File: config.mk
export PLATFORM = sky130hd
export DESIGN_NAME = pipe_adder
export DESIGN_NICKNAME = d
export VERILOG_FILES = /design/src/rtl/pipe_adder.sv
export SDC_FILE = /design/constraint.sdc
export NUM_CORES = 1
export LEC_CHECK = 0
export ABC_AREA = 1
export BUFFER_PORTS_ARGS = -buffer_cell sky130_fd_sc_hd__buf_2
export CAP_MARGIN = 40
export CORE_ASPECT_RATIO = 1.75
export CORE_MARGIN = 3
export CORE_UTILIZATION = 55
export CTS_CLUSTER_DIAMETER = 150
export DETAILED_ROUTE_END_ITERATION = 6
export PLACE_DENSITY = 0.83
export SLEW_MARGIN = 5
export SYNTH_ARGS = -nofsm -noshare
export SYNTH_HDL_FRONTEND = slang
export SYNTH_SLANG_ARGS = --single-unit
File: constraint.sdc
create_clock -name clk -period 2.4 [get_ports clk]
set_clock_uncertainty 0.1 [all_clocks]
set_input_delay 0.24 -clock clk [delete_from_list [all_inputs] [get_ports clk]]
set_output_delay 0.24 -clock clk [all_outputs]
set_load 0.05 [all_outputs]
File: src/rtl/pipe_adder.sv
// pipe_adder: STAGES-deep carry-chained add/subtract unit with valid/ready on both sides.
// Status flags ovf/zero/neg exist only when PIPE_ADDER_FLAGS_EN is defined; cout is always live.
module pipe_adder #(
   parameter int WIDTH  = 32,
   parameter int STAGES = 4
) (
   input  logic             clk,
   input  logic             rst_n,
   input  logic             in_valid,
   output logic             in_ready,
   input  logic [WIDTH-1:0] a,
   input  logic [WIDTH-1:0] b,
   input  logic             sub,
   input  logic             cin,
   output logic             out_valid,
   input  logic             out_ready,
   output logic [WIDTH-1:0] sum,
   output logic             cout,
   output logic             ovf,
   output logic             zero,
   output logic             neg
);
   localparam int CW   = WIDTH / STAGES;
   localparam int LAST = STAGES - 1;

   logic             adv;
   logic             out_valid_q;
   logic [WIDTH-1:0] sum_q;
   logic             cout_q;

   assign adv      = !out_valid_q || out_ready;
   assign in_ready = adv;

   // Layer k holds the op waiting for stage k: chunks below k are finished sum
   // bits, chunks k and up are still raw A; beff_q keeps only the unused B chunks.
   for (genvar k = 0; k < STAGES; k++) begin : g_stg
      localparam int RW = (STAGES - k) * CW;

      logic             valid_q, valid_d;
      logic             carry_q, carry_d;
      logic [WIDTH-1:0] word_q, word_d;
      logic [RW-1:0]    beff_q, beff_d;
      logic [CW:0]      add_w;
      logic [WIDTH-1:0] res_w;

      assign add_w = {1'b0, word_q[k*CW +: CW]} + {1'b0, beff_q[CW-1:0]}
                   + {{CW{1'b0}}, carry_q};

      always_comb begin
         res_w              = word_q;
         res_w[k*CW +: CW]  = add_w[CW-1:0];
      end

      if (k == 0) begin : g_first
         always_comb begin
            valid_d = in_valid && in_ready;
            carry_d = cin ^ sub;
            word_d  = a;
            beff_d  = sub ? ~b : b;
         end
      end else begin : g_next
         always_comb begin
            valid_d = g_stg[k-1].valid_q;
            carry_d = g_stg[k-1].add_w[CW];
            word_d  = g_stg[k-1].res_w;
            beff_d  = g_stg[k-1].beff_q[RW+CW-1:CW];
         end
      end

      always_ff @(posedge clk or negedge rst_n) begin
         if (!rst_n) begin
            valid_q <= 1'b0;
            carry_q <= 1'b0;
            word_q  <= '0;
            beff_q  <= '0;
         end else if (adv) begin
            valid_q <= valid_d;
            carry_q <= carry_d;
            word_q  <= word_d;
            beff_q  <= beff_d;
         end
      end
   end

   always_ff @(posedge clk or negedge rst_n) begin
      if (!rst_n) begin
         out_valid_q <= 1'b0;
         sum_q       <= '0;
         cout_q      <= 1'b0;
      end else if (adv) begin
         out_valid_q <= g_stg[LAST].valid_q;
         sum_q       <= g_stg[LAST].res_w;
         cout_q      <= g_stg[LAST].add_w[CW];
      end
   end

   assign out_valid = out_valid_q;
   assign sum       = sum_q;
   assign cout      = cout_q;

`ifdef PIPE_ADDER_FLAGS_EN
   logic ovf_q, zero_q, neg_q;
   logic ovf_d, a_msb, b_msb, s_msb;

   // Same-sign operands producing an opposite-sign result is exactly
   // carry-into-MSB xor carry-out-of-MSB.
   assign a_msb = g_stg[LAST].word_q[WIDTH-1];
   assign b_msb = g_stg[LAST].beff_q[CW-1];
   assign s_msb = g_stg[LAST].res_w[WIDTH-1];
   assign ovf_d = (a_msb == b_msb) && (s_msb != a_msb);

   always_ff @(posedge clk or negedge rst_n) begin
      if (!rst_n) begin
         ovf_q  <= 1'b0;
         zero_q <= 1'b0;
         neg_q  <= 1'b0;
      end else if (adv) begin
         ovf_q  <= ovf_d;
         zero_q <= (g_stg[LAST].res_w == '0);
         neg_q  <= s_msb;
      end
   end

   assign ovf  = ovf_q;
   assign zero = zero_q;
   assign neg  = neg_q;
`else
   assign ovf  = 1'b0;
   assign zero = 1'b0;
   assign neg  = 1'b0;
`endif

endmodule

* Yosys cells after proc, flatten, opt, wreduce, memory -nomap -nowiden
Index checks and enable logic that the tools add are counted.
Cells by class: $add $sub $neg 8, multiplexer cells 1, bitwise logic cells 2, reduce and logical (&&, ||, !) cells 3
Operators with widths (count):
- adder 8 x 8 -> 9 bit | 4
- adder 9 x 1 -> 9 bit | 4
- two-way mux 32 bit | 1
- inverter 32 bit | 1
- logical AND 1 bit | 1
- zero test 1 bit | 1
- logical OR 1 bit | 1
- bitwise XOR 1 bit | 1
Word-level totals: flip-flop bits (word level) 250, output and inout port bits 38, logic and storage cells 33

* Depth between registers and ports, before layout
depth after elaboration 3, depth in mapped cells 9

* Worst setup path after synthesis
No wires, ideal clock.
path type register -> register, from reg g_stg[0].carry_q, to reg g_stg[1].word_q[4], setup time 0.083 ns, arrival time 1.714 ns, required time 2.217 ns, path slack 0.503 ns, stages on the path, launching flop included 9, path buffers 0, period minus slack after synthesis 1.897 ns, cells stage by stage dfrtp_1 fa_1 fa_1 nand2_1 nand3_1 and2_1 nand2_1 nand2_1 o21ai_0
Between the ends: word-level cells in the longest chain between the ends 1
RTL lines:
- start: declaration | RTL line 40 | logic carry_q, carry_d;
- start signal: assignment | RTL line 78 | carry_q <= carry_d;
- adder 9 x 1 -> 9 bit | RTL line 47 | + {{CW{1'b0}}, carry_q};
- end signal: assignment | RTL line 79 | word_q <= word_d;
- end: declaration | RTL line 41 | logic [WIDTH-1:0] word_q, word_d;
Every way passes these cells. A chain may end at the register's enable or synchronous reset.

* Worst setup path in the final report
from in out_ready, to out in_ready
Between the ends: word-level cells in the longest chain between the ends 1
RTL lines:
- start: declaration | RTL line 16 | input logic out_ready,
- logical OR 1 bit | RTL line 31 | assign adv = !out_valid_q || out_ready;
- end: declaration | RTL line 10 | output logic in_ready,
Every way passes these cells.

==> qor.yml <==
wl_per_cell_um: 13.9
yosysSeqAreaShare_pct: 56.9
synth_mux_area_share_pct: 0
crit_family: "buffers and inverters"
core_area_um2: 19400
crit_fanout: 51
place.gp.congestion: 0.876
slew_headroom_pct: 60.6
grt_max_degree: 114
vias_per_cell: 5.12
leakagePower_nw: 6.88
final_nets: 1509
synth_seq_cells: 250
fin_setup_tns_ps: 0
cts_root_buf: "clkbuf_16"
path_buf_inv: 4
die-area_um2: 21800
path_clk_slew_ps: 60
slowest_stage: "dlygate4sd3_1"
ir_drop_v: 0.000910
worst_ep_required_time_ps: 2060
critPathKind: "input pin to output pin"
syn_area_per_cell_um2: 8.77
busiest_layer: "met2"
crit_path_end_kind: "output pin"
synth-compound-area-share_pct: 5.28
fin_hold_ws_ps: -7.53
cp_common_cell: "buf_2"
worst_pin_slew_ps: 591
hp-class: "input pin to register"
rows: 67
dr.pass1.iters: 5
dieHeight_um: 193
crit_chain: "dlygate4sd3_1 > buf_2 > nor2_4 > inv_6 > buf_2"
grtUsageMet1_pct: 28.5
portBuffers: 104
ys_types: 25
synthAdderAreaFrac_pct: 4.64
final_cell_mix: "nand2_1, dfrtp_1, buf_2, o21ai_0, dlygate4sd3_1"
first_global_vias: 8405
cts_buffer_depth: 3
insertion_delay_ps: 500
h-tree-depth: 1
dp_hpwl_um: 14000
diodes: 0
fmax_ghz: 0.437
setup_violations: 0
violations: "negative hold slack"
grt_pass1_wl_um: 39600
start_util_pct: 56.8
synth_top_family_by_area: "simple AND/OR/NAND/NOR gates"
utilization_pct: 67.6
die_width_um: 113
antenna_found_initial: 0
cts_tree: "built"
drc: 0
fin_crit_sh_pct: 95.3
syn_inst: 1255
routed_wirelength_um: 23000
worst_setup_path_start_kind: "input pin"
met2_usage_pct: 37.8
post_cts_buffers: 0
outcome: "finished, violations left"
synthesis.area_um2: 11000
ant_nets: 0
gr-usage-all-layers_pct: 21.8
layout_commonest_cell: "nand2_1"
rsz0062_at_grt: "false"
r2r_slack_ps: 360
cts-buffers-inserted: 23
synth_xor_xnor_area_share_pct: 2.79
max_stage_delay_ps: 540
maxCapViolations: 0
finalHoldViolCount: 1
fin_crit_ps: 2290
final_max_slew_viol_count: 0
grtUsageMet3_pct: 2.22
clkSinkCount: 250
drive_above_1_share_pct: 11.3
yosysWarnings: 0
p_per_area_nw_per_um2: 1360
synth_simple_gate_area_share_pct: 24.6
via_count: 8491
drt_iter0_markers: 637
crit_arrival_ps: 1950
area_growth_pct: 18.9
io_pins: 108
overflow: 0
[power by group]
| part | internal, mW | switching (mW) | leakage (nW) |
|---|---|---|---|
| combinational | 2.36 | 4.58 | 3.47 |
| sequential | 6.10 | 1.06 | 3.03 |
| clock | 2.18 | 1.54 | 0.385 |
| total | 10.6 | 7.19 | 6.88 |
[metrics by stage]
step	area [µm²]	std cells	setup slack, ps	hold WS [ps]	total power [mW]
floorplan	11000	1257	503	-156	12.4
global placement	11600	1553	414	69.6	13.7
detailed placement	11600	1553	391	73.5	14.0
CTS	13100	1660	124	2.51	17.9
global route	13100	1660	18.8	8.29	19.3
finish	13100	1660	112	-7.53	17.8
[logic make-up after synthesis]
| logic type | count (synthesis) |
|---|---|
| XOR/XNOR | 35 |
| AO/OA/AOI/OAI | 114 |
| buffers and inverters | 123 |
| other | 1 |
| flip-flops | 250 |
| AND/OR/NAND/NOR | 696 |
| adder cells (fa/ha/maj) | 36 |
[layout make-up]
class	count	area [µm²]
tap	241	302
clock inverter	14	154
sequential	250	6260
fill	1416	6280
multi-input combinational	884	4120
timing repair buffer	182	1390
inverter	62	238
clock buffer	27	621
[path summary, 6_finish.rpt]
check	start	endpoint	depth (start not counted)
max reg2reg	g_stg[1].carry_q	g_stg[2].word_q[14]	9
min reg2reg	g_stg[3].word_q[17]	sum[17]	2
min	b[24]	g_stg[0].beff_q[24]	3
max	out_ready	in_ready	5
min in group asynchronous	rst_n	sum[3]	2
max in group asynchronous	rst_n	g_stg[3].beff_q[1]	3
[metal layers]
| metal | part of all wire [%] | wire, µm |
|---|---|---|
| met5 | 0 | 0 |
| met4 | 3.5 | 801 |
| met3 | 4.2 | 971 |
| met2 | 51 | 11800 |
| met1 | 41 | 9400 |
[registers in the layout, indices dropped and copies added (netlist names)]
| register | flops |
|---|---|
| g_stg.word_q | 128 |
| out_valid | 1 |
| g_stg.valid_q | 4 |
| cout | 1 |
| g_stg.beff_q | 80 |
| g_stg.carry_q | 4 |
| sum | 32 |
[tightest hold or removal path: stages]
cell and delay [ps]:
buf_2 80, xnor2_1 80, o21ai_0 150
[synth_stat cells, drive strengths merged]
cell type  count  area share [%]
nand2        633              22
dfrtp        250              57
o21ai         93             4.2
inv           62             2.1
buf           51             3.3
xnor2         34             2.7
ha            28             3.2
nand3         28             1.3
nor2          19            0.72
a21oi         17            0.77
nand3b        11            0.75
clkbuf        10            0.34
fa             8             1.5
a211oi         4            0.27
or2            3            0.17
and2           1           0.057
conb           1           0.034
nand4          1           0.057
xor2           1           0.080
[repair_timing]
item,CTS,global route
endpoints found under the hold margin,277,0
hold buffers,66,0
resized for setup,0,0
No activity file was read; power rests on OpenSTA's default activity.
